## config.mk

```make
export PLATFORM = sky130hd
export DESIGN_NAME = uart_transmitter
export DESIGN_NICKNAME = d
export VERILOG_FILES = /design/src/rtl/uart_transmitter.sv
export SDC_FILE = /design/constraint.sdc
export NUM_CORES = 1
export LEC_CHECK = 0
export ABC_AREA = 1
export BUFFER_PORTS_ARGS = -buffer_cell sky130_fd_sc_hd__buf_2
export CAP_MARGIN = 20
export CORE_MARGIN = 2
export CORE_UTILIZATION = 54
export DETAILED_ROUTE_END_ITERATION = 10
export GPL_ROUTABILITY_DRIVEN = 1
export PLACE_DENSITY = 0.75
export RECOVER_POWER = 100
export SLEW_MARGIN = 25
export SYNTH_ARGS = -nofsm -noshare
export SYNTH_HDL_FRONTEND = slang
export SYNTH_SLANG_ARGS = --single-unit
```

## constraint.sdc

```tcl
create_clock -name clk -period 1.4 [get_ports clk]
set_input_delay 0.07 -clock clk [delete_from_list [all_inputs] [get_ports clk]]
set_output_delay 0.07 -clock clk [all_outputs]
set_load 0.01 [all_outputs]
```

## src/rtl/uart_transmitter.sv

```systemverilog
// 8N1 serial transmitter: one start bit, eight data bits LSB first, one stop bit.
// tx and txe are registered; a new byte is accepted only while txe is high.
module uart_transmitter #(
  parameter int CLKS_PER_BIT = 104,
  parameter int CNT_W        = 16
) (
  input  logic       clk,
  input  logic       nrst,
  input  logic       start,
  input  logic [7:0] data_in,
  output logic       tx,
  output logic       txe
);

  typedef enum logic [1:0] {
    IDLE,
    START,
    DATA,
    STOP
  } state_t;

  localparam logic [CNT_W-1:0] CNT_MAX = CNT_W'(CLKS_PER_BIT - 1);

  state_t           state, state_d;
  logic [CNT_W-1:0] cnt, cnt_d;
  logic [2:0]       idx, idx_d;
  logic [7:0]       shift, shift_d;
  logic             tx_d, txe_d;
  logic             bit_done;

  assign bit_done = (cnt == CNT_MAX);

  // Next-state logic also computes the next tx/txe so both outputs come from flops.
  always_comb begin
    state_d = state;
    cnt_d   = bit_done ? '0 : cnt + CNT_W'(1);
    idx_d   = idx;
    shift_d = shift;
    tx_d    = tx;
    txe_d   = txe;
    unique case (state)
      IDLE: begin
        cnt_d = '0;
        tx_d  = 1'b1;
        txe_d = 1'b1;
        if (start) begin
          state_d = START;
          shift_d = data_in;
          tx_d    = 1'b0;
          txe_d   = 1'b0;
        end
      end
      START: begin
        if (bit_done) begin
          state_d = DATA;
          idx_d   = '0;
          tx_d    = shift[0];
        end
      end
      DATA: begin
        if (bit_done) begin
          shift_d = {1'b0, shift[7:1]};
          idx_d   = idx + 3'd1;
          if (idx == 3'd7) begin
            state_d = STOP;
            tx_d    = 1'b1;
          end else begin
            tx_d = shift[1];
          end
        end
      end
      STOP: begin
        if (bit_done) begin
          state_d = IDLE;
          tx_d    = 1'b1;
          txe_d   = 1'b1;
        end
      end
      default: begin
        state_d = IDLE;
        tx_d    = 1'b1;
        txe_d   = 1'b1;
      end
    endcase
  end

  always_ff @(posedge clk) begin
    if (nrst) begin
      state <= IDLE;
      cnt   <= '0;
      idx   <= '0;
      shift <= '0;
      tx    <= 1'b1;
      txe   <= 1'b1;
    end else begin
      state <= state_d;
      cnt   <= cnt_d;
      idx   <= idx_d;
      shift <= shift_d;
      tx    <= tx_d;
      txe   <= txe_d;
    end
  end

endmodule

```

Word-level counts from Yosys, hierarchy flattened
Cells that the tools add are included.
{ "totals": {"reg_bits": 31, "mem_bits_rw": 0, "in_bits": 11, "wordCells": 47, "out_inout_bits": 2, "mem_count": 0, "latch_bits": 0, "rom_bits": 0} }
{ "op_classes": {"n_shift": 0, "addsub": 2, "n_eq_ne": 10, "div_mod_pow": 0, "mul": 0, "n_mux": 19, "reduce_logical": 10, "order_cmp": 0, "bitwise_logic": 0} }
{ "op_table": {"columns": ["op", "count"], "rows": [
  ["$add A16 B1 Y16 const B", 1],
  ["$eq A16 B7 Y1 const B", 1],
  ["$mux W8", 2],
  ["$pmux W8 S2", 1],
  ["$mux W2", 5],
  ["$ne A2 B2 Y1 const B", 5],
  ["$reduce_and A3 Y1", 3],
  ["$pmux W2 S4", 1],
  ["$mux W3", 2],
  ["$pmux W3 S2", 1],
  ["$reduce_bool A2 Y1", 3],
  ["$mux W1", 5],
  ["$reduce_and A5 Y1", 1],
  ["$eq A2 B2 Y1 const B", 2],
  ["$pmux W1 S4", 1],
  ["$add A3 B1 Y3 const B", 1],
  ["$eq A3 B3 Y1 const B", 1],
  ["$reduce_or A3 Y1", 1],
  ["$eq A2 B1 Y1 const B", 1],
  ["$logic_not A2 Y1", 1],
  ["$pmux W1 S2", 1],
  ["$reduce_and A2 Y1", 1]
]} }

Depth between registers and ports, before layout
Gate-level depths: netlist of the first run.
{ "logic_depth": {"depth_word": 4, "mapped_depth": 11, "ltp_nobuf": 11} }

Worst setup path after synthesis of the first run
No wires, ideal clock.
{ "synth_timing": {"path_type": "reg-to-reg", "start": "register state[0]", "end": "register shift[5]", "t_arrival_ns": 1.390, "path_stages_with_launch": 10, "setup_ns": 0.113, "t_required_ns": 1.287, "slack_ns": -0.103, "path_cell_list": "dfxtp_1 > inv_1 > ha_1 > inv_2 > nor2_4 > a21oi_2 > buf_4 > nand3_1 > nand2_1 > nor2_1"} }
{ "synth_via": {"elab_chain_len": 3, "word_cells_on_any_way": 7, "cone_classes": "eq/ne (3); mux (1); reduce/logical (3)"} }
{ "synth_lines": {"columns": ["item", "line_no", "source"], "rows": [
  ["from (decl)", "24", "state_t state, state_d;"],
  ["from (signal assigned)", "96", "state <= state_d;"],
  ["$eq A2 B2 Y1 or $logic_not A2 Y1 (tied branches)", "41", "unique case (state)"],
  ["$ne A2 B2 Y1 (no source line) or $reduce_bool A2 Y1 (tied branches)", null, null],
  ["$reduce_and A3 Y1 (no source line)", null, null],
  ["to (signal assigned)", "99", "shift <= shift_d;"],
  ["to (decl)", "27", "logic [7:0] shift, shift_d;"]
]} }
Several ways; a longest one is shown, not always the timed one.
A chain may end at the register's enable or synchronous reset.

Worst setup path after layout of the first run
{ "layout_timing": {"start": "register idx[0]", "end": "register state[0]"} }
{ "layout_via": {"elab_chain_len": 3} }
{ "layout_lines": {"columns": ["item", "line_no", "source"], "rows": [
  ["from (decl)", "26", "logic [2:0] idx, idx_d;"],
  ["from (signal assigned)", "98", "idx <= idx_d;"],
  ["$eq A3 B3 Y1", "64", "if (idx == 3'd7) begin"],
  ["$ne A2 B2 Y1 (no source line)", null, null],
  ["$reduce_and A5 Y1 (no source line)", null, null]
]} }
Every way passes these cells.

==> flow_metrics.tcl, run 1 <==
set metrics [dict create \
    status "finished with violations" \
    violations "setup timing" \
    min_period_ps 1410 \
    die_area_um2 3870 \
    synth-edff-count 0 \
    p_leak_nw 0.929 \
    yosysTopAreaCell "dfxtp_1" \
    cts_buffers 5 \
    setup_viol 2 \
    drv_slew 0 \
    io_buffers 12 \
    grt.met1_usage_pct 23.4 \
    switchingPower_mw 1.61 \
    fin_cells 330 \
    grt_pass1_wl_mm 6.37 \
    final_core_util_pct 71.0 \
    clk_path_buf_depth 2 \
    cts.sinks 31 \
    critPathMaxFanout 3 \
    worstMarginPinSlew_ps 239 \
    ant_nets 0 \
    grt_use_total_pct 20.6 \
    synth_top_area_share_pct 33.9 \
    finalCritPeriodShare_pct 101 \
    synth_warnings 0 \
    multi_input_area_um2 1190 \
    irDropWorstVdd_mv 1.23 \
    drc 0 \
    ys_seq_area_share_pct 33.9 \
    io_pins 13 \
    nets 304 \
    slew_headroom_pct 83.9 \
    drt_iter0_markers 55 \
    cellPowerDensity_nw_per_um2 1690 \
    worstSetupStartpointType "flop" \
    intPower_mw 2.34 \
    grt_use_met2_pct 36.5 \
    fp-row-count 21 \
    ys_ff_latch 31 \
    hold_violations 0 \
    synthCells 246 \
    drv_cap 0 \
    via_per_inst 5.05 \
    critPathRequiredTime_ps 1630 \
    p_seq_share_pct 30.9 \
    synth_cell_types 33 \
    rsz0062_at_grt "true" \
    cp-end-kind "flop" \
    grt_max_degree 17 \
    grtUsageMet3_pct 5.62 \
    die_y_um 62.2 \
    async_reset_ff_share_pct 0 \
    synth_area_leaders "dfxtp_1 (34%), nand2_1 (8.6%), nor2_1 (7.0%), nand3_1 (6.0%), ha_1 (5.5%)" \
    insertion_delay_ps 340 \
    core_area_um2 3280 \
    synth_nets 265 \
    drive_above_1_share_pct 38.0 \
    avgSynthCellArea_um2 7.44 \
    fillers 257 \
    gp_congestion 0.844 \
    htree_levels 2 \
    clk_pin_slew_ps 80 \
    setup_ws_ps -14.6 \
    synth_common_cells "nand2_1 (42), nor2_1 (34), dfxtp_1 (31), inv_1 (25), nand3_1 (22)" \
    ctsRootBufferMaster "clkbuf_4" \
    swShare_pct 40.7 \
    grt_pass1_vias 1526 \
    hold_path.class "primary input to flop" \
    hpwl_mm 2.70 \
    cts_tree "done" \
    ys.flop_type "dfxtp_1" \
    diodes 0 \
    wl_per_cell_um 12.1 \
    arrival_ps 1650 \
    die_x_um 62.2 \
    fin_hold_ws_ps 73.8 \
    criticalPathCategory "flop to flop" \
    share_clk_of_total_power_pct 11.8 \
    antenna_found_initial 0 \
    final.setup.tns_ps -27.9 \
    wl_mm 4.01 \
    grt_overflow 0 \
    busiest_layer "met2" \
    share_comb_of_total_power_pct 57.3 \
    vias 1666 \
    drt_first_pass_iters 4 \
    area_growth_pct 27.4 \
    yosysMostFrequentCell "nand2_1" \
    clock_skew_ps 11.9 \
    dp.cells 316 \
    syn_area_um2 1830 \
    initial_utilization_pct 55.7 \
    fmax_mhz 707 \
    regArea_um2 632 \
]
[metrics by stage]
stage	area (um^2)	power [mW]	setup WS, ps
2_1_floorplan	1840	2.65	-16.5
3_3_place_gp	2070	3.03	8.34
3_5_place_dp	2070	3.09	-32.2
4_1_cts	2180	3.72	6.75
5_1_grt	2330	4.23	-91.0
6_report	2330	3.95	-14.6
[worst max-delay path, stage by stage, from the launching register on]
cell	delay, ps
dfxtp_1	340
ha_1	200
ha_1	200
or2_2	340
nand3_4	110
nand2_2	50
inv_1	40
nor2_1	30
[cell type report]
class	count	area share [%]
sequential	31	27.1
multi-input combinational	180	51.1
clock buffer	6	1.77
inverter	31	5.21
timing repair buffer	36	12.3
tap	46	2.47
[flip-flops by register name, summed over array words and instances, names as in the netlist]
signal,flops
cnt,16
shift,8
idx,3
state,2
tx,1
txe,1
[power groups by stage]
| stage | registers, mW | logic, mW | clock network, mW |
|---|---|---|---|
| final | 1.22 | 2.26 | 0.467 |
| after global routing | 1.24 | 2.47 | 0.525 |
| after CTS | 1.20 | 2.04 | 0.481 |
| after detailed placement | 1.21 | 1.88 | 0 |
| after global placement | 1.20 | 1.83 | 0 |
| after floorplan | 1.20 | 1.46 | 0 |
[cells in the final DEF (no fill, tap or decap), drive strengths merged, types with 2 or more instances in the layout]
master / count
nand4: 5
clkbuf: 8
nor4: 2
o21ai: 5
nor2: 42
inv: 31
dfxtp: 31
nand2: 50
or2: 2
mux2i: 7
a21oi: 19
nand3: 25
ha: 8
buf: 33
nor3: 9
[per-layer routing]
metal	vias up	routed length [um]
li1	880	-
met1	753	1720
met2	26	2110
met3	7	128
met4	0	52
met5	-	0
[worst paths after layout]
kind	from	endpoint	slack, ps	cells after the start
setup / recovery	idx[0]	state[0]	-10	7
hold / removal	data_in[7]	shift[7]	70	5
setup reg to reg	idx[0]	state[0]	-10	7
hold reg to reg	txe	txe	460	2
[logic make-up (layout without fill, tap and decap cells)]
| family | Yosys count | count (layout) | synth area share (%) |
|---|---|---|---|
| xor+xnor | 1 | 1 | 0.479 |
| compound gates | 28 | 28 | 10.3 |
| mux | 7 | 7 | 3.83 |
| buf+inv | 36 | 73 | 8.82 |
| simple gates | 135 | 136 | 37.1 |
| flops | 31 | 31 | 33.9 |
| fa+ha+maj | 8 | 8 | 5.47 |
[timing repair]
item | 4_1_cts | 5_1_grt
hold endpoints to repair | 2 | 0
hold buffers | 1 | 0
endpoints found under the setup margin | 18 | 30
buffers inserted | 4 | 2
gates cloned | 1 | 0
gates resized for setup | 7 | 36
pin swaps | 2 | 10
Power figures use the tool's default switching activity.
==> run 2, diff against run 1 <==
--- a/config.mk
+++ b/config.mk
@@ -14,6 +14,7 @@
 export GPL_ROUTABILITY_DRIVEN = 1
 export PLACE_DENSITY = 0.75
 export RECOVER_POWER = 100
+export SKIP_LAST_GASP = 1
 export SLEW_MARGIN = 25
 export SYNTH_ARGS = -nofsm -noshare
 export SYNTH_HDL_FRONTEND = slang
==> run 2 against run 1 <==
Compared with the run above: the run still ends with setup timing left; global-route usage decreased by 0.077 points; clock power up 1%; critical endpoint unchanged; flip-flop and latch count unchanged; first-iteration DRC count rose by 25%; critical path depth grew 3.
==> flow_metrics.tcl, run 2 (synthesis gave the netlist of run 1 again) <==
set metrics [dict create \
    finalCritPeriodShare_pct 101 \
    cp-end-kind "flop" \
    antenna_found_initial 0 \
    grt_use_total_pct 20.5 \
    nets 306 \
    critPathRequiredTime_ps 1680 \
    cts.sinks 31 \
    ant_nets 0 \
    hpwl_mm 2.70 \
    final_core_util_pct 72.8 \
    drv_slew 0 \
    io_pins 13 \
    grt_overflow 0 \
    cts_buffers 5 \
    hold_path.class "primary input to flop" \
    layout_commonest_cell "nand2_1" \
    clock_skew_ps 10.1 \
    gp_congestion 0.844 \
    hold_violations 0 \
    die_x_um 62.2 \
    die_area_um2 3870 \
    worstSetupStartpointType "flop" \
    top_register "cnt" \
    drv_cap 0 \
    final.setup.tns_ps -11.8 \
    critical_path.startpoint "state[0]" \
    cellPowerDensity_nw_per_um2 1750 \
    irDropWorstVdd_mv 1.39 \
    ctsRootBufferMaster "clkbuf_4" \
    via_per_inst 5.17 \
    wl_met2_mm 2.20 \
    drt_first_pass_iters 4 \
    rsz0062_at_grt "true" \
    grt_pass1_vias 1507 \
    wl_per_cell_um 12.7 \
    diodes 0 \
    cts_tree "done" \
    clk_pin_slew_ps 90 \
    clk_path_buf_depth 2 \
    min_period_ps 1410 \
    vias 1717 \
    setup_viol 2 \
    initial_utilization_pct 55.7 \
    slew_headroom_pct 83.6 \
    met3_length_um 139 \
    grt_max_degree 17 \
    fmax_mhz 710 \
    die_y_um 62.2 \
    insertion_delay_ps 340 \
    hold_start "data_in[7]" \
    criticalPathCategory "flop to flop" \
    fp-row-count 21 \
    final_cell_mix "nand2_1 (37), nor2_1 (31), dfxtp_1 (25), inv_1 (21)" \
    drive_above_1_share_pct 39.2 \
    highest_layer "met4" \
    status "finished with violations" \
    core_area_um2 3280 \
    largest_reg_flops 16 \
    critPathMaxFanout 4 \
    htree_levels 2 \
    drt-met1-wl_mm 1.81 \
    area_growth_pct 30.8 \
    arrival_ps 1680 \
    wl_mm 4.22 \
    violations "setup timing" \
    drt_iter0_markers 69 \
    reg2reg_from "state[0]" \
    p_leak_nw 0.947 \
    drc 0 \
    grt_pass1_wl_mm 6.35 \
    top_regs "cnt x16, shift x8, idx x3" \
    worstMarginPinSlew_ps 245 \
    io_buffers 12 \
    setup_ws_ps -8.35 \
]
[run 2: per-stage QoR]
step | cell area [um^2] | power [mW] | hold WS, ps | setup WS, ps | std cells
floorplan | 1840 | 2.65 | 139 | -16.5 | 246
global placement | 2070 | 3.03 | 279 | 8.34 | 316
detailed placement | 2070 | 3.09 | 289 | -32.2 | 316
CTS | 2180 | 3.71 | 61.4 | -9.93 | 329
global route | 2390 | 4.46 | 95.7 | -93.0 | 332
finish | 2390 | 4.18 | 59.8 | -8.35 | 332
[run 2: layer usage]
metal | vias up | global-route usage (%)
met5 | - | 0
met4 | 0 | 8.06
met3 | 11 | 5.62
met2 | 24 | 36.0
met1 | 792 | 23.7
li1 | 890 | -
[run 2: area by class of cell]
type | instances | area, um^2
fill | 257 | 892
multi-input combinational | 181 | 1230
timing repair buffer | 37 | 304
clock buffer | 6 | 41.3
tap | 46 | 57.6
sequential | 31 | 633
inverter | 31 | 124
[run 2: timing repair]
item / CTS / global route
pin swaps: 2 / 12
resized for setup: 5 / 42
cloned: 1 / 2
hold buffers: 2 / 0
hold endpoints to repair: 2 / 0
buffers inserted: 4 / 1
setup endpoints to repair: 18 / 30
[run 2: worst paths after layout]
check                  end  slack (ps)  depth (start not counted)
setup / recovery  state[0]          -8                         10
hold / removal    shift[7]          60                          5
setup reg to reg  state[0]          -8                         10
hold reg to reg        txe         480                          2
[run 2: worst max-delay path, stage by stage (launching register included)]
cell,delay [ps]
dfxtp_4,390
inv_6,50
ha_4,170
nor2_2,90
inv_1,50
or2_4,240
nand2_4,90
nand3_4,70
nand2_2,70
inv_1,30
nor2_1,80
[run 2: report_power, final]
group          switching (mW)  internal [mW]  total (mW)  leakage (nW)
Sequential              0.145           1.08        1.23         0.256
Clock                   0.295          0.178       0.473        0.0242
Combinational            1.27           1.21        2.48         0.667
